==> src/rtl/rom_load_ctrl_pkg.sv <==
// ---------------------------------------------------------------------------
// rom_load_ctrl_pkg
//   Shared definitions for the ROM load controller slice: default bus
//   widths, ROM depth, checksum seed and the controller state encoding.
//   No ports.
// ---------------------------------------------------------------------------
package rom_load_ctrl_pkg;

  localparam int ADDR_W_DEF = 6;
  localparam int DATA_W_DEF = 32;
  localparam int ROM_WORDS  = 64;
  localparam logic [31:0] CSUM_SEED = 32'h0;

  // VERIFY is always part of the encoding; it is simply never entered
  // unless the readback checksum feature is built in.
  typedef enum logic [1:0] {
    ST_IDLE   = 2'd0,
    ST_WRITE  = 2'd1,
    ST_VERIFY = 2'd2,
    ST_DONE   = 2'd3
  } state_e;

endpackage

==> src/rtl/rom_load_ctrl_if.sv <==
// ---------------------------------------------------------------------------
// rom_load_ctrl_if
//   Bundles the host load request, the host word stream, the system rom_*
//   port and the status outputs of the ROM load controller.
//   Modports:
//     master - the controller: consumes start/sel/base/len, in_valid/in_data
//              and rom_rd; drives in_ready, rom_*, cpu_hold, busy, done, error
//     slave  - host logic plus system (mirror image of master)
// ---------------------------------------------------------------------------
interface rom_load_ctrl_if
  import rom_load_ctrl_pkg::*;
#(
  parameter int ADDR_W = ADDR_W_DEF,
  parameter int DATA_W = DATA_W_DEF
) ();

  logic              start;
  logic              sel;
  logic [ADDR_W-1:0] base;
  logic [ADDR_W:0]   len;
  logic              in_valid;
  logic [DATA_W-1:0] in_data;
  logic              in_ready;
  logic              rom_we;
  logic              rom_select;
  logic [ADDR_W-1:0] rom_addr;
  logic [DATA_W-1:0] rom_wd;
  logic [DATA_W-1:0] rom_rd;
  logic              cpu_hold;
  logic              busy;
  logic              done;
  logic              error;

  modport master (
    input  start, sel, base, len, in_valid, in_data, rom_rd,
    output in_ready, rom_we, rom_select, rom_addr, rom_wd,
           cpu_hold, busy, done, error
  );

  modport slave (
    output start, sel, base, len, in_valid, in_data, rom_rd,
    input  in_ready, rom_we, rom_select, rom_addr, rom_wd,
           cpu_hold, busy, done, error
  );

endinterface

==> src/rtl/rom_load_ctrl_csum.sv <==
// ---------------------------------------------------------------------------
// rom_load_ctrl_csum
//   Running rotate-left-by-one / XOR checksum register.
//   Ports:
//     clk, rst_n  - clock, synchronous active-low reset
//     clear_i     - reload the seed (wins over en_i)
//     en_i        - fold data_i into the checksum
//     data_i      - word to fold in
//     csum_o      - registered checksum
//     csum_d_o    - value the register takes at the next edge
// ---------------------------------------------------------------------------
module rom_load_ctrl_csum
  import rom_load_ctrl_pkg::*;
#(
  parameter int W = DATA_W_DEF
) (
  input  logic         clk,
  input  logic         rst_n,
  input  logic         clear_i,
  input  logic         en_i,
  input  logic [W-1:0] data_i,
  output logic [W-1:0] csum_o,
  output logic [W-1:0] csum_d_o
);

  logic [W-1:0] csum_q, csum_d;

  always_comb begin
    csum_d = csum_q;
    if (clear_i) begin
      csum_d = W'(CSUM_SEED);
    end else if (en_i) begin
      csum_d = {csum_q[W-2:0], csum_q[W-1]} ^ data_i;
    end
  end

  always_ff @(posedge clk) begin
    if (!rst_n) begin
      csum_q <= W'(CSUM_SEED);
    end else begin
      csum_q <= csum_d;
    end
  end

  assign csum_o   = csum_q;
  assign csum_d_o = csum_d;

endmodule

==> src/rtl/rom_load_ctrl.sv <==
// ---------------------------------------------------------------------------
// rom_load_ctrl
//   Host-side sequencer that streams program words into PMEM or EMEM through
//   the system rom_* port, holding the CPU in reset while a load runs and
//   reporting busy/done/error to the host test controller.
//   Ports:
//     sys_clk   - system clock, rising edge
//     sys_rst_n - synchronous active-low reset
//     bus       - rom_load_ctrl_if.master (request, word stream, rom_*,
//                 cpu_hold/busy/done/error)
//   Build option: define ROM_VERIFY_EN to add a readback VERIFY phase that
//   compares a checksum of the written words against the ROM contents.
// ---------------------------------------------------------------------------
module rom_load_ctrl
  import rom_load_ctrl_pkg::*;
#(
  parameter int ADDR_W = ADDR_W_DEF,
  parameter int DATA_W = DATA_W_DEF
) (
  input  logic           sys_clk,
  input  logic           sys_rst_n,
  rom_load_ctrl_if.master bus
);

  state_e            state_q, state_d;
  logic              sel_q, sel_d;
  logic [ADDR_W-1:0] base_q, base_d;
  logic [ADDR_W:0]   len_q, len_d;
  logic [ADDR_W:0]   cnt_q, cnt_d;
  logic              error_q, error_d;
  logic              rom_we_q, rom_we_d;
  logic [ADDR_W-1:0] rom_addr_q, rom_addr_d;
  logic [DATA_W-1:0] rom_wd_q, rom_wd_d;

  logic inReady;
  logic handshake;
  logic lenBad;

  // Lengths above the ROM depth have bit ADDR_W set plus some lower bit.
  assign lenBad    = bus.len[ADDR_W] && (|bus.len[ADDR_W-1:0]);
  assign inReady   = (state_q == ST_WRITE) && (cnt_q < len_q);
  assign handshake = inReady && bus.in_valid;

`ifdef ROM_VERIFY_EN
  logic [DATA_W-1:0] wsum_q, wsum_d;
  logic              addrValid_q, addrValid_d;
  logic              rdValid_q, rdValid_d;
  logic              csumClear, csumEn;
  logic [DATA_W-1:0] csumData, csumQ, csumNext;

  rom_load_ctrl_csum #(.W(DATA_W)) u_csum (
    .clk     (sys_clk),
    .rst_n   (sys_rst_n),
    .clear_i (csumClear),
    .en_i    (csumEn),
    .data_i  (csumData),
    .csum_o  (csumQ),
    .csum_d_o(csumNext)
  );
`endif

  // Next-state logic. Writes are registered: a handshake in one cycle shows
  // up on rom_we/rom_addr/rom_wd in the next. WRITE only leaves once every
  // word is accepted, so the last write has already issued by then.
  // In VERIFY, addrValid marks a read address on the port this cycle and
  // rdValid marks that rom_rd carries the word for last cycle's address.
  always_comb begin
    state_d    = state_q;
    sel_d      = sel_q;
    base_d     = base_q;
    len_d      = len_q;
    cnt_d      = cnt_q;
    error_d    = error_q;
    rom_we_d   = 1'b0;
    rom_addr_d = rom_addr_q;
    rom_wd_d   = rom_wd_q;
`ifdef ROM_VERIFY_EN
    wsum_d      = wsum_q;
    addrValid_d = 1'b0;
    rdValid_d   = 1'b0;
    csumClear   = 1'b0;
    csumEn      = 1'b0;
    csumData    = bus.in_data;
`endif

    case (state_q)
      ST_IDLE: begin
        if (bus.start) begin
          sel_d   = bus.sel;
          base_d  = bus.base;
          len_d   = bus.len;
          cnt_d   = '0;
          error_d = 1'b0;
`ifdef ROM_VERIFY_EN
          csumClear = 1'b1;
`endif
          if (lenBad) begin
            error_d = 1'b1;
            state_d = ST_DONE;
          end else if (bus.len == '0) begin
            state_d = ST_DONE;
          end else begin
            state_d = ST_WRITE;
          end
        end
      end

      ST_WRITE: begin
        if (handshake) begin
          rom_we_d   = 1'b1;
          rom_addr_d = base_q + cnt_q[ADDR_W-1:0];
          rom_wd_d   = bus.in_data;
          cnt_d      = cnt_q + 1'b1;
`ifdef ROM_VERIFY_EN
          csumEn = 1'b1;
`endif
        end else if (cnt_q == len_q) begin
`ifdef ROM_VERIFY_EN
          wsum_d      = csumQ;
          csumClear   = 1'b1;
          rom_addr_d  = base_q;
          cnt_d       = {{ADDR_W{1'b0}}, 1'b1};
          addrValid_d = 1'b1;
          state_d     = ST_VERIFY;
`else
          state_d = ST_DONE;
`endif
        end
      end

`ifdef ROM_VERIFY_EN
      ST_VERIFY: begin
        csumData  = bus.rom_rd;
        csumEn    = rdValid_q;
        rdValid_d = addrValid_q;
        if (addrValid_q && (cnt_q < len_q)) begin
          rom_addr_d  = base_q + cnt_q[ADDR_W-1:0];
          cnt_d       = cnt_q + 1'b1;
          addrValid_d = 1'b1;
        end
        // Last read word arrives this cycle; compare the folded-in value.
        if (rdValid_q && !addrValid_q) begin
          state_d = ST_DONE;
          if (csumNext != wsum_q) begin
            error_d = 1'b1;
          end
        end
      end
`endif

      ST_DONE: begin
        state_d = ST_IDLE;
      end

      default: begin
        state_d = ST_IDLE;
      end
    endcase
  end

  // State and datapath registers.
  always_ff @(posedge sys_clk) begin
    if (!sys_rst_n) begin
      state_q    <= ST_IDLE;
      sel_q      <= 1'b0;
      base_q     <= '0;
      len_q      <= '0;
      cnt_q      <= '0;
      error_q    <= 1'b0;
      rom_we_q   <= 1'b0;
      rom_addr_q <= '0;
      rom_wd_q   <= '0;
    end else begin
      state_q    <= state_d;
      sel_q      <= sel_d;
      base_q     <= base_d;
      len_q      <= len_d;
      cnt_q      <= cnt_d;
      error_q    <= error_d;
      rom_we_q   <= rom_we_d;
      rom_addr_q <= rom_addr_d;
      rom_wd_q   <= rom_wd_d;
    end
  end

`ifdef ROM_VERIFY_EN
  // Readback bookkeeping registers.
  always_ff @(posedge sys_clk) begin
    if (!sys_rst_n) begin
      wsum_q      <= '0;
      addrValid_q <= 1'b0;
      rdValid_q   <= 1'b0;
    end else begin
      wsum_q      <= wsum_d;
      addrValid_q <= addrValid_d;
      rdValid_q   <= rdValid_d;
    end
  end
`endif

  // rom_select follows the latched target and keeps it through IDLE.
  assign bus.in_ready   = inReady;
  assign bus.rom_we     = rom_we_q;
  assign bus.rom_select = sel_q;
  assign bus.rom_addr   = rom_addr_q;
  assign bus.rom_wd     = rom_wd_q;
  assign bus.cpu_hold   = (state_q == ST_WRITE) || (state_q == ST_VERIFY);
  assign bus.busy       = (state_q != ST_IDLE);
  assign bus.done       = (state_q == ST_DONE);
  assign bus.error      = error_q;

endmodule
==> src/flat_wrapper.sv <==
// flat-port wrapper written by rule: the top's interface ports become plain ports
module rom_load_ctrl_flat import rom_load_ctrl_pkg::*;
#(
  parameter int ADDR_W = ADDR_W_DEF,
  parameter int DATA_W = DATA_W_DEF
)
  (sys_clk, sys_rst_n, bus_start, bus_sel, bus_base, bus_len, bus_in_valid, bus_in_data, bus_rom_rd, bus_in_ready, bus_rom_we, bus_rom_select, bus_rom_addr, bus_rom_wd, bus_cpu_hold, bus_busy, bus_done, bus_error);
  rom_load_ctrl_if #(.ADDR_W(ADDR_W), .DATA_W(DATA_W)) bus_i ();
  input  logic sys_clk;
  input  logic sys_rst_n;
  input wire logic [$bits(bus_i.start)-1:0] bus_start;
  input wire logic [$bits(bus_i.sel)-1:0] bus_sel;
  input wire logic [$bits(bus_i.base)-1:0] bus_base;
  input wire logic [$bits(bus_i.len)-1:0] bus_len;
  input wire logic [$bits(bus_i.in_valid)-1:0] bus_in_valid;
  input wire logic [$bits(bus_i.in_data)-1:0] bus_in_data;
  input wire logic [$bits(bus_i.rom_rd)-1:0] bus_rom_rd;
  output wire logic [$bits(bus_i.in_ready)-1:0] bus_in_ready;
  output wire logic [$bits(bus_i.rom_we)-1:0] bus_rom_we;
  output wire logic [$bits(bus_i.rom_select)-1:0] bus_rom_select;
  output wire logic [$bits(bus_i.rom_addr)-1:0] bus_rom_addr;
  output wire logic [$bits(bus_i.rom_wd)-1:0] bus_rom_wd;
  output wire logic [$bits(bus_i.cpu_hold)-1:0] bus_cpu_hold;
  output wire logic [$bits(bus_i.busy)-1:0] bus_busy;
  output wire logic [$bits(bus_i.done)-1:0] bus_done;
  output wire logic [$bits(bus_i.error)-1:0] bus_error;
  assign bus_i.start = bus_start;
  assign bus_i.sel = bus_sel;
  assign bus_i.base = bus_base;
  assign bus_i.len = bus_len;
  assign bus_i.in_valid = bus_in_valid;
  assign bus_i.in_data = bus_in_data;
  assign bus_i.rom_rd = bus_rom_rd;
  assign bus_in_ready = bus_i.in_ready;
  assign bus_rom_we = bus_i.rom_we;
  assign bus_rom_select = bus_i.rom_select;
  assign bus_rom_addr = bus_i.rom_addr;
  assign bus_rom_wd = bus_i.rom_wd;
  assign bus_cpu_hold = bus_i.cpu_hold;
  assign bus_busy = bus_i.busy;
  assign bus_done = bus_i.done;
  assign bus_error = bus_i.error;
  rom_load_ctrl #(.ADDR_W(ADDR_W), .DATA_W(DATA_W)) u_core (.sys_clk(sys_clk), .sys_rst_n(sys_rst_n), .bus(bus_i));
endmodule
==> config.mk <==
export PLATFORM = sky130hd
export DESIGN_NAME = rom_load_ctrl_flat
export DESIGN_NICKNAME = d
export VERILOG_FILES = /design/src/rtl/rom_load_ctrl_pkg.sv /design/src/rtl/rom_load_ctrl_if.sv /design/src/rtl/rom_load_ctrl_csum.sv /design/src/rtl/rom_load_ctrl.sv /design/src/flat_wrapper.sv
export SDC_FILE = /design/constraint.sdc
export NUM_CORES = 1
export LEC_CHECK = 0
export BUFFER_PORTS_ARGS = -buffer_cell sky130_fd_sc_hd__buf_2
export CORE_ASPECT_RATIO = 1.4
export CORE_MARGIN = 8
export CORE_UTILIZATION = 50
export DETAILED_ROUTE_END_ITERATION = 6
export PLACE_DENSITY_LB_ADDON = 0.15
export SLEW_MARGIN = 20
export SYNTH_ARGS = -nofsm -noshare
export SYNTH_HDL_FRONTEND = slang
export SYNTH_HIERARCHICAL = 1
export SYNTH_SLANG_ARGS = --single-unit
==> constraint.sdc <==
create_clock -name sys_clk -period 4.6 [get_ports sys_clk]
set_input_delay 0.69 -clock sys_clk [delete_from_list [all_inputs] [get_ports sys_clk]]
set_output_delay 0.69 -clock sys_clk [all_outputs]
set_load 0.03 [all_outputs]
# Word level (Yosys, flattened, before mapping)

Index checks and enable logic that the tools add are counted.
W data, S select, Z words.

Magnitude comparators: 1
Eq/ne operators: 8
Reduce and logical (&&, ||, !) cells: 14
Add/sub/neg operators: 2
Muxes and demuxes: 11

Operators by type and width:

| kind                  | count |
|---|---|
| $mux W7               | 2 |
| $pmux W7 S2           | 1 |
| $mux W2               | 5 |
| $add A7 B1 Y7 const B | 1 |
| $eq A7 B7 Y1          | 1 |
| $logic_not A7 Y1      | 1 |
| $lt A7 B7 Y1          | 1 |
| $add A6 B6 Y6         | 1 |
| $ne A2 B2 Y1 const B  | 3 |
| $reduce_and A2 Y1     | 3 |
| $reduce_and A3 Y1     | 2 |
| $reduce_or A6 Y1      | 1 |
| $eq A2 B2 Y1 const B  | 2 |
| $pmux W2 S2           | 1 |
| $reduce_bool A2 Y1    | 2 |
| $logic_and A1 B1 Y1   | 3 |
| $eq A2 B1 Y1 const B  | 1 |
| $logic_not A2 Y1      | 1 |
| $mux W1               | 2 |
| $ne A2 B1 Y1 const B  | 1 |
| $logic_or A1 B1 Y1    | 1 |

Register bits after elaboration: 63
Output and inout bits: 45
Word-level logic and storage cells: 45
Bits of input ports: 82

# Logic depth before layout (Yosys ltp)

Gate-level depths: netlist (run 1).

Depth in word-level cells: 5
Mapped depth: 9
Gate-level depth less buffers: 8

# Worst setup path after synthesis (run 1)

OpenSTA, ideal clock, no wires.

Path kind: register to output
Start point: register u_core.state_q[1]
End point: output bus_in_ready
Required time: 3.910 ns
Cell stages (with the launch flop): 6
Arrival time: 1.794 ns
Path buffers: 1
Slack: 2.116 ns
Cells stage by stage: dfxtp_1 -> inv_1 -> ha_1 -> clkbuf_1 -> nand3b_1 -> a311oi_1

Longest elaborated chain between the ends: 2

Ends and longest elaborated chain:

| element                | line                 | RTL |
|---|---|---|
| start, declared        | rom_load_ctrl.sv:25  | `state_e state_q, state_d;` |
| start signal, assigned | rom_load_ctrl.sv:174 | `state_q <= state_d;` |
| $eq A2 B1 Y1           | rom_load_ctrl.sv:41  | `assign inReady = (state_q == ST_WRITE) && (cnt_q < len_q);` |
| $logic_and A1 B1 Y1    | rom_load_ctrl.sv:41  |  |
| end, declared          | flat_wrapper.sv:18   | `output wire logic [$bits(bus_i.in_ready)-1:0] bus_in_ready;` |

No other way between the ends.

# Final worst setup path (run 1)

Start point: register u_core.state_q[1]
End point: register u_core.rom_addr_q[3] (netlist: u_core/bus.rom_addr[3])

Longest elaborated chain between the ends: 4

Ends and longest elaborated chain:

| element                                | line                                     | RTL |
|---|---|---|
| $eq A2 B1 Y1 (*)                       | rom_load_ctrl.sv:41, rom_load_ctrl.sv:86 |  |
| $logic_and A1 B1 Y1                    | rom_load_ctrl.sv:41                      |  |
| $logic_and A1 B1 Y1                    | rom_load_ctrl.sv:42                      | `assign handshake = inReady && bus.in_valid;` |
| $reduce_and A2 Y1 (no source line) (*) | n/a                                      |  |
| end signal, assigned                   | rom_load_ctrl.sv:181                     | `rom_addr_q <= rom_addr_d;` |
| end, declared                          | rom_load_ctrl.sv:32                      | `logic [ADDR_W-1:0] rom_addr_q, rom_addr_d;` |

Every way passes the cells marked *; elsewhere a longest branch is shown, timed or not.
A chain may end at the register's enable or synchronous reset.

==> flow_metrics.py, run 1 <==
metrics = {
    "power": {
        "swShare_pct": 35.5,
        "pwr-share-seq_pct": 40.0,
        "power.internal_w": 0.00104,
        "clockPowerShare_pct": 29.7,
        "pwr-share-comb_pct": 30.3,
        "switchingPower_w": 0.000569,
        "p_per_area_mw_per_mm2": 460,
        "p_leak_nw": 1.52,
        "peakVddDrop_mv": 0.306,
    },
    "cts": {
        "post_cts_buffers": 0,
        "cts-root-buf": "clkbuf_8",
        "clockBufferDepth": 2,
        "path_clk_slew_ns": 0.07,
        "cts_made_buffers": 9,
        "cts_tree": "yes",
        "cts_resized": 0,
        "clk_latency_ns": 0.34,
        "cts_hold_buf": 0,
        "clock_sinks": 63,
        "htree_num_levels": 3,
    },
    "routing": {
        "drtPass1Iterations": 4,
        "drt-wirelength-per-cell_microns": 13.4,
        "vias": 2630,
        "wl_microns": 6840,
        "ant_nets": 0,
        "drc": 0,
        "viasPerCell": 5.16,
        "first_iter_violations": 121,
    },
    "die": {
        "die_y_microns": 104,
        "start_util_pct": 51.2,
        "rows": 32,
        "coreArea_sq_mm": 0.00545,
        "ios": 127,
        "die_area_sq_mm": 0.00825,
        "dieWidth_microns": 79.1,
    },
    "setup_path": {
        "startpoint_type": "flop",
        "worstPathRequired_ns": 4.87,
        "end_kind": "flop",
        "critical_path_class": "flop to flop",
        "crit_fanout": 25,
        "critPathArrivalTime_ns": 3.01,
    },
    "layout": {
        "layout_commonest_cell": "nand2_1",
        "nets": 537,
        "diodes": 0,
        "fin_cells": 510,
        "layout-drive-gt1-share_pct": 26.2,
        "layout_common_cells": "nand2_1, buf_2, dfxtp_1",
        "n_fill_cell": 529,
        "syn_to_final_growth_pct": 25.1,
    },
    "run": {
        "cap_violations": 0,
    },
    "outcome": {
        "status": "complete, no violations",
    },
    "placement": {
        "dpl.cell_count": 495,
        "dp.final_hpwl_microns": 4930,
        "io_buffers": 94,
        "gp_congestion": 0.802,
    },
    "timing": {
        "max_slew.worst_pin.slew_ns": 1.03,
        "rsz0062_at_grt": "false",
        "fin_crit_ns": 2.74,
        "setup-tns-final_ns": 0,
        "slew_viol_final": 0,
        "max_slew_margin_pct": 31.1,
        "fmax_ghz": 0.366,
        "period_share_pct": 59.5,
        "finalHoldViolCount": 0,
        "setup_viol": 0,
        "fin_skew_ns": 0.0125,
    },
    "synthesis": {
        "synth_ff_type": "dfxtp_1",
        "synth_seq_cells": 63,
        "yosys.area.top_type_share_pct": 45.3,
        "syn-num-nets": 450,
        "synth-edff-count": 0,
        "ys_seq_area_share_pct": 45.3,
        "synth_area_leader_cell": "dfxtp_1",
        "synth.avg_cell_area_sq_um": 7.94,
        "yosysUniqueCellTypes": 41,
        "syn_inst": 351,
        "synth_area_leaders": "dfxtp_1, nand2_1, a21oi_1",
        "netlist_area_sq_mm": 0.00279,
        "ys_warn_count": 6,
        "async_flop_share_pct": 0,
    },
    "grt": {
        "antenna_found_initial": 0,
        "grt_max_degree": 47,
        "first_global_vias": 2561,
        "grt_pass1_wl_microns": 11400,
        "grt.total_usage_pct": 16.9,
        "gr-total-overflow": 0,
    },
    "hold_path": {
        "holdCritPathClass": "flop to flop",
    },
}
-- flip-flops by register name (all words and copies together) (netlist names) --
register,cells
u_core/bus.rom_wd,32
u_core/cnt_q,7
u_core/len_q,7
u_core/base_q,6
u_core/bus.rom_addr,6
u_core/state_q,2
u_core/bus.error,1
u_core/bus.rom_select,1
u_core/bus.rom_we,1
-- per-stage QoR --
step	power (W)	utilization, %	hold slack, ns	area, sq um	setup slack (ns)
finish	0.00160	64.0	0.448	3490	1.86
global route	0.00169	64.0	0.467	3490	1.57
CTS	0.00162	64.0	0.451	3490	1.80
detailed placement	0.00114	60.4	0.443	3290	1.81
global placement	0.00113	60.4	0.438	3290	1.83
floorplan	0.00101	-	0.436	2790	2.12
-- worst max-delay path, stage by stage, from the launching register on --
cell      delay, ns
dfxtp_1        0.32
inv_1          0.08
ha_1           0.46
nand4b_2       0.21
a311oi_4       0.92
buf_4          0.39
o211ai_1       0.12
a21oi_1        0.14
-- synthesized netlist by cell type, drive strengths merged (2+ instances only) --
cell type	instances
o211ai	3
a21o	2
ha	16
nand2	110
nand3b	3
a31oi	2
xnor2	4
a21oi	61
and3	3
nand4	3
dfxtp	63
nor3	5
clkbuf	15
a211oi	2
a311o	2
o221ai	2
nor2	3
nand3	9
inv	15
buf	5
o21ai	5
a311oi	2
-- final timing paths --
| kind | to | slack (ns) | start | cells past startpoint |
|---|---|---|---|---|
| hold reg to reg | u_core/bus.rom_addr[2]$_SDFFE_PN0P_ | 0.45 | u_core/bus.rom_addr[2]$_SDFFE_PN0P_ | 2 |
| hold / removal | u_core/bus.rom_addr[2]$_SDFFE_PN0P_ | 0.45 | u_core/bus.rom_addr[2]$_SDFFE_PN0P_ | 2 |
| setup reg to reg | u_core/bus.rom_addr[3]$_SDFFE_PN0P_ | 1.86 | u_core/state_q[1]$_SDFFE_PN0P_ | 7 |
| setup / recovery | u_core/bus.rom_addr[3]$_SDFFE_PN0P_ | 1.86 | u_core/state_q[1]$_SDFFE_PN0P_ | 7 |
-- power groups by stage --
stage	sequential (W)	combinational [W]	clock, W
final	0.000642	0.000486	0.000476
after global routing	0.000650	0.000538	0.000506
after CTS	0.000643	0.000491	0.000489
after detailed placement	0.000655	0.000489	0
after global placement	0.000653	0.000480	0
after floorplan	0.000725	0.000286	0
-- per-layer routing --
metal | track usage (%) | wire length [microns]
met4 | 8.64 | 85
met5 | 0 | 0
met3 | 4.24 | 438
met2 | 29.9 | 3510
met1 | 17.6 | 2800
-- logic make-up after synthesis --
kind of cell | synth area share [%]
mux | 0.404
compound gates | 18.4
fa+ha+maj | 7.90
simple gates | 21.9
xor+xnor | 1.26
buf+inv | 4.85
flops | 45.3
-- area by class of cell --
cell class	count	area, sq um	share of cell area, %
clock buffer	11	151	4.34
clock inverter	4	45.0	1.29
inverter	15	56.3	1.61
multi-input combinational	253	1400	40.2
sequential	63	1260	36.2
tap	68	85.1	2.44
timing repair buffer	96	485	13.9
Note: power is estimated with default switching activity, not from simulation.
==> run 2: changes to the inputs <==
--- a/config.mk
+++ b/config.mk
@@ -8,7 +8,7 @@
 export BUFFER_PORTS_ARGS = -buffer_cell sky130_fd_sc_hd__buf_2
 export CORE_ASPECT_RATIO = 1.4
 export CORE_MARGIN = 8
-export CORE_UTILIZATION = 50
+export CORE_UTILIZATION = 42
 export DETAILED_ROUTE_END_ITERATION = 6
 export PLACE_DENSITY_LB_ADDON = 0.15
 export SLEW_MARGIN = 20
==> constraint.sdc (replaced) <==
create_clock -name sys_clk -period 2.32 [get_ports sys_clk]
set_input_delay 0.348 -clock sys_clk [delete_from_list [all_inputs] [get_ports sys_clk]]
set_output_delay 0.348 -clock sys_clk [all_outputs]
set_load 0.03 [all_outputs]
==> run 2 against run 1 <==
Effect of this change:
- clock power up 140%
- non-clock buffer count rose by 10
- clock skew shrank 0.0029 ns
- critical endpoint is now u_core/cnt_q[4]$_SDFFE_PN0P_
- highest routed layer unchanged
==> flow_metrics.py, run 2 (same netlist as run 1, synthesis figures left out) <==
metrics = {
    "grt": {
        "antenna_found_initial": 0,
        "grt.total_usage_pct": 15.2,
        "grt_max_degree": 45,
        "first_global_vias": 2598,
        "gr-total-overflow": 0,
        "grt_pass1_wl_microns": 11800,
    },
    "setup_path": {
        "path_delay_family": "simple AND/OR/NAND/NOR gates",
        "worstPathRequired_ns": 2.58,
        "crit_slowest_cell": "or4_1",
        "critPathMaxStageDelay_ns": 0.51,
        "critPathArrivalTime_ns": 2.43,
        "critical_path_class": "flop to flop",
        "end_kind": "flop",
        "critPathBufInv": 1,
        "startpoint_type": "flop",
        "cp_cell_sequence": "inv_1 > ha_1 > nand2_2 > nand4b_2 > a311o_2 > or4_1 > a31oi_1",
        "crit_fanout": 5,
        "reg2reg_slack_ns": 0.16,
    },
    "layout": {
        "n_fill_cell": 623,
        "layout_common_cells": "nand2_1, buf_2, dfxtp_1",
        "largest_reg_flops": 32,
        "seqCellArea_sq_mm": 0.00126,
        "layout-drive-gt1-share_pct": 28.3,
        "multi_input_area_sq_mm": 0.00141,
        "diodes": 0,
        "layout_commonest_cell": "nand2_1",
        "nets": 547,
        "syn_to_final_growth_pct": 30.9,
    },
    "routing": {
        "drc": 0,
        "first_iter_violations": 95,
        "viasPerCell": 4.95,
        "vias": 2609,
        "drt-wirelength-per-cell_microns": 13.2,
        "ant_nets": 0,
        "wl_microns": 6950,
        "drtPass1Iterations": 4,
    },
    "cts": {
        "clockBufferDepth": 2,
        "htree_num_levels": 3,
        "cts_tree": "yes",
        "cts_hold_buf": 0,
        "clock_sinks": 63,
        "cts-root-buf": "clkbuf_8",
        "clk_latency_ns": 0.34,
        "path_clk_slew_ns": 0.07,
        "cts_made_buffers": 9,
    },
    "die": {
        "start_util_pct": 42.7,
        "die_y_microns": 112,
        "ios": 127,
        "dieWidth_microns": 84.8,
        "die_area_sq_mm": 0.00953,
        "coreArea_sq_mm": 0.00653,
        "rows": 35,
    },
    "power": {
        "peakVddDrop_mv": 0.651,
        "total_power_w": 0.00344,
        "p_leak_nw": 1.60,
        "p_per_area_mw_per_mm2": 943,
    },
    "placement": {
        "dp.final_hpwl_microns": 5200,
        "io_buffers": 94,
        "gp_congestion": 0.809,
        "post-place-ws_ns": 0.140,
    },
    "timing": {
        "slew_viol_final": 0,
        "setup-tns-final_ns": 0,
        "rsz0062_at_grt": "false",
        "whs_ns": 0.237,
        "period_share_pct": 93.2,
        "fin_skew_ns": 0.00968,
        "setup_viol": 0,
        "fmax_ghz": 0.462,
        "finalWorstSetupSlack_ns": 0.157,
        "finalHoldViolCount": 0,
        "max_slew.worst_pin.slew_ns": 0.511,
        "fin_crit_ns": 2.16,
        "max_slew_margin_pct": 66.0,
    },
    "outcome": {
        "status": "complete, no violations",
    },
    "run": {
        "cap_violations": 0,
    },
    "hold_path": {
        "holdCritPathClass": "primary input to flop",
    },
}
-- run 2: per-layer routing --
metal,global-route usage [%],share of wire [%],vias up
li1,-,-,1388
met1,16.2,43,1151
met2,26.1,50,61
met3,5.99,5.8,9
met4,6.09,1.4,0
met5,0,0,-
-- run 2: per-stage QoR --
step           cells  instance area (sq um)  util (%)
4_1_cts          527                   3640      55.9
5_1_grt          527                   3650      55.9
3_3_place_gp     511                   3400      52.1
2_1_floorplan    351                   2790         -
6_report         527                   3650      55.9
3_5_place_dp     511                   3400      52.1
-- run 2: final cells by class --
class,count,share of cell area (%)
clock buffers,11,3.88
clock inverters,5,2.88
inverters,15,1.54
multi-input cells,253,38.5
flip-flops and latches,63,34.6
well taps,74,2.54
repair buffers,106,16.0
-- run 2: final timing paths --
path                                       start                                  end  cells past startpoint
max                 u_core/len_q[6]$_SDFFE_PN0P_         u_core/cnt_q[4]$_SDFFE_PN0P_                      7
min                              bus_in_data[23]   u_core/bus.rom_wd[23]$_SDFFE_PN0P_                      3
max reg2reg         u_core/len_q[6]$_SDFFE_PN0P_         u_core/cnt_q[4]$_SDFFE_PN0P_                      7
min reg2reg  u_core/bus.rom_addr[2]$_SDFFE_PN0P_  u_core/bus.rom_addr[2]$_SDFFE_PN0P_                      2
-- run 2: worst register-to-register path, delay by kind of cell (launching register included) --
kind	cells	cell delay, ns
DFF	1	0.32
buffers and inverters	1	0.04
adders and majority gates	1	0.37
and+or+nand+nor	3	0.77
AOI/OAI and AO/OA	2	0.58
-- run 2: power by group --
group          total (W)  internal (W)  leakage (nW)  switching [W]
Clock            0.00116      0.000743         0.116       0.000418
Sequential       0.00128       0.00121         0.511      0.0000654
Combinational    0.00100      0.000335         0.968       0.000667
-- run 2: what timing repair did --
action	4_1_cts	5_1_grt
setup endpoints to repair	0	2
gates resized for setup	0	1
setup buffers	0	0
==> run 3: changes to the inputs <==
--- a/config.mk
+++ b/config.mk
@@ -10,7 +10,7 @@
 export CORE_MARGIN = 8
 export CORE_UTILIZATION = 42
 export DETAILED_ROUTE_END_ITERATION = 6
-export PLACE_DENSITY_LB_ADDON = 0.15
+export PLACE_DENSITY_LB_ADDON = 0.05
 export SLEW_MARGIN = 20
 export SYNTH_ARGS = -nofsm -noshare
 export SYNTH_HDL_FRONTEND = slang
==> run 3 against run 2 <==
Effect of this change:
- flip-flop and latch count unchanged
- setup slack better by 0.0054 ns
- register-to-register slack about the same
- critical path type unchanged
- largest cell class unchanged
- highest routed layer unchanged
==> flow_metrics.py, run 3 (same netlist as run 1, synthesis figures left out) <==
metrics = {
    "die": {
        "coreArea_sq_mm": 0.00653,
        "die_area_sq_mm": 0.00953,
        "ios": 127,
        "start_util_pct": 42.7,
        "die_y_microns": 112,
        "rows": 35,
        "dieWidth_microns": 84.8,
    },
    "cts": {
        "cts_made_buffers": 9,
        "cts_hold_buf": 0,
        "clk_latency_ns": 0.33,
        "cts_tree": "yes",
        "clock_sinks": 63,
        "cts-root-buf": "clkbuf_8",
        "clockBufferDepth": 2,
        "path_clk_slew_ns": 0.07,
        "htree_num_levels": 3,
    },
    "placement": {
        "post-place-ws_ns": 0.131,
        "gp_congestion": 0.835,
        "dpl.cell_count": 511,
        "dp.final_hpwl_microns": 5210,
        "io_buffers": 94,
    },
    "setup_path": {
        "critical_path_class": "flop to flop",
        "startpoint_type": "flop",
        "crit_fanout": 5,
        "critPathArrivalTime_ns": 2.40,
        "end_kind": "flop",
        "worstPathRequired_ns": 2.57,
    },
    "routing": {
        "vias": 2649,
        "wl_microns": 6950,
        "drc": 0,
        "first_iter_violations": 133,
        "viasPerCell": 5.04,
        "drt-wirelength-per-cell_microns": 13.2,
        "ant_nets": 0,
        "drtPass1Iterations": 4,
    },
    "layout": {
        "layout_common_cells": "nand2_1, buf_2, dfxtp_1",
        "fin_cells": 526,
        "nets": 547,
        "syn_to_final_growth_pct": 28.4,
        "largest_reg_flops": 32,
        "multi_input_area_sq_mm": 0.00142,
        "seqCellArea_sq_mm": 0.00126,
        "diodes": 0,
        "layout-drive-gt1-share_pct": 28.8,
        "layout_commonest_cell": "nand2_1",
        "n_fill_cell": 656,
    },
    "timing": {
        "fin_skew_ns": 0.00878,
        "finalHoldViolCount": 0,
        "finalWorstSetupSlack_ns": 0.163,
        "max_slew_margin_pct": 64.7,
        "setup-tns-final_ns": 0,
        "fin_crit_ns": 2.16,
        "fmax_ghz": 0.464,
        "max_slew.worst_pin.slew_ns": 0.529,
        "rsz0062_at_grt": "false",
        "slew_viol_final": 0,
        "setup_viol": 0,
        "period_share_pct": 93.0,
        "whs_ns": 0.247,
    },
    "hold_path": {
        "holdCritPathClass": "primary input to flop",
    },
    "power": {
        "total_power_w": 0.00309,
        "peakVddDrop_mv": 0.400,
        "p_leak_nw": 1.56,
        "p_per_area_mw_per_mm2": 863,
    },
    "grt": {
        "grt.total_usage_pct": 15.3,
        "grt_pass1_wl_microns": 11800,
        "gr-total-overflow": 0,
        "grt_max_degree": 45,
        "antenna_found_initial": 0,
        "first_global_vias": 2524,
    },
    "outcome": {
        "status": "complete, no violations",
    },
    "run": {
        "cap_violations": 0,
    },
}
[run 3: final cells by class]
class / instances / share of cell area [%]
inverters: 15 / 1.57
clock buffers: 11 / 3.95
flip-flops and latches: 63 / 35.3
well taps: 74 / 2.59
clock inverters: 4 / 0.629
multi-input cells: 253 / 39.5
repair buffers: 106 / 16.4
[run 3: final timing paths]
kind | start | depth (start not counted) | slack, ns | end
max | u_core/cnt_q[6]$_SDFFE_PN0P_ | 6 | 0.16 | u_core/cnt_q[4]$_SDFFE_PN0P_
min | bus_in_data[24] | 3 | 0.25 | u_core/bus.rom_wd[24]$_SDFFE_PN0P_
max reg2reg | u_core/cnt_q[6]$_SDFFE_PN0P_ | 6 | 0.16 | u_core/cnt_q[4]$_SDFFE_PN0P_
min reg2reg | u_core/bus.error$_SDFFE_PN0P_ | 2 | 0.45 | u_core/bus.error$_SDFFE_PN0P_
[run 3: where the power goes]
group,internal (W),switching (W)
Clock,0.000405,0.000385
Sequential,0.00121,0.0000638
Combinational,0.000342,0.000680
Total,0.00196,0.00113
[run 3: routing by layer]
layer	vias up	global-route usage (%)	routed length [microns]
li1	1386	-	-
met1	1153	17.3	2970
met2	94	24.8	3330
met3	16	4.61	457
met4	0	8.95	191
met5	-	0	0
[run 3: critical path: stages, from the launching register on]
cell and delay, ns:
dfxtp_1 0.38, ha_2 0.34, nand2_2 0.10, nand4b_2 0.14, a311o_2 0.42, or4_1 0.51
a31oi_1 0.18
[run 3: stage by stage]
step                      util [%]  area (sq um)
after floorplan                  -          2790
after global placement        52.1          3400
after detailed placement      52.1          3400
after CTS                     54.6          3560
after global routing          54.8          3580
final                         54.8          3580
[run 3: timing repair]
item                       in CTS  in global routing
setup endpoints to repair       0                  3
hold endpoints to repair        0                  0
resized for setup               0                  5
setup buffers                   0                  0
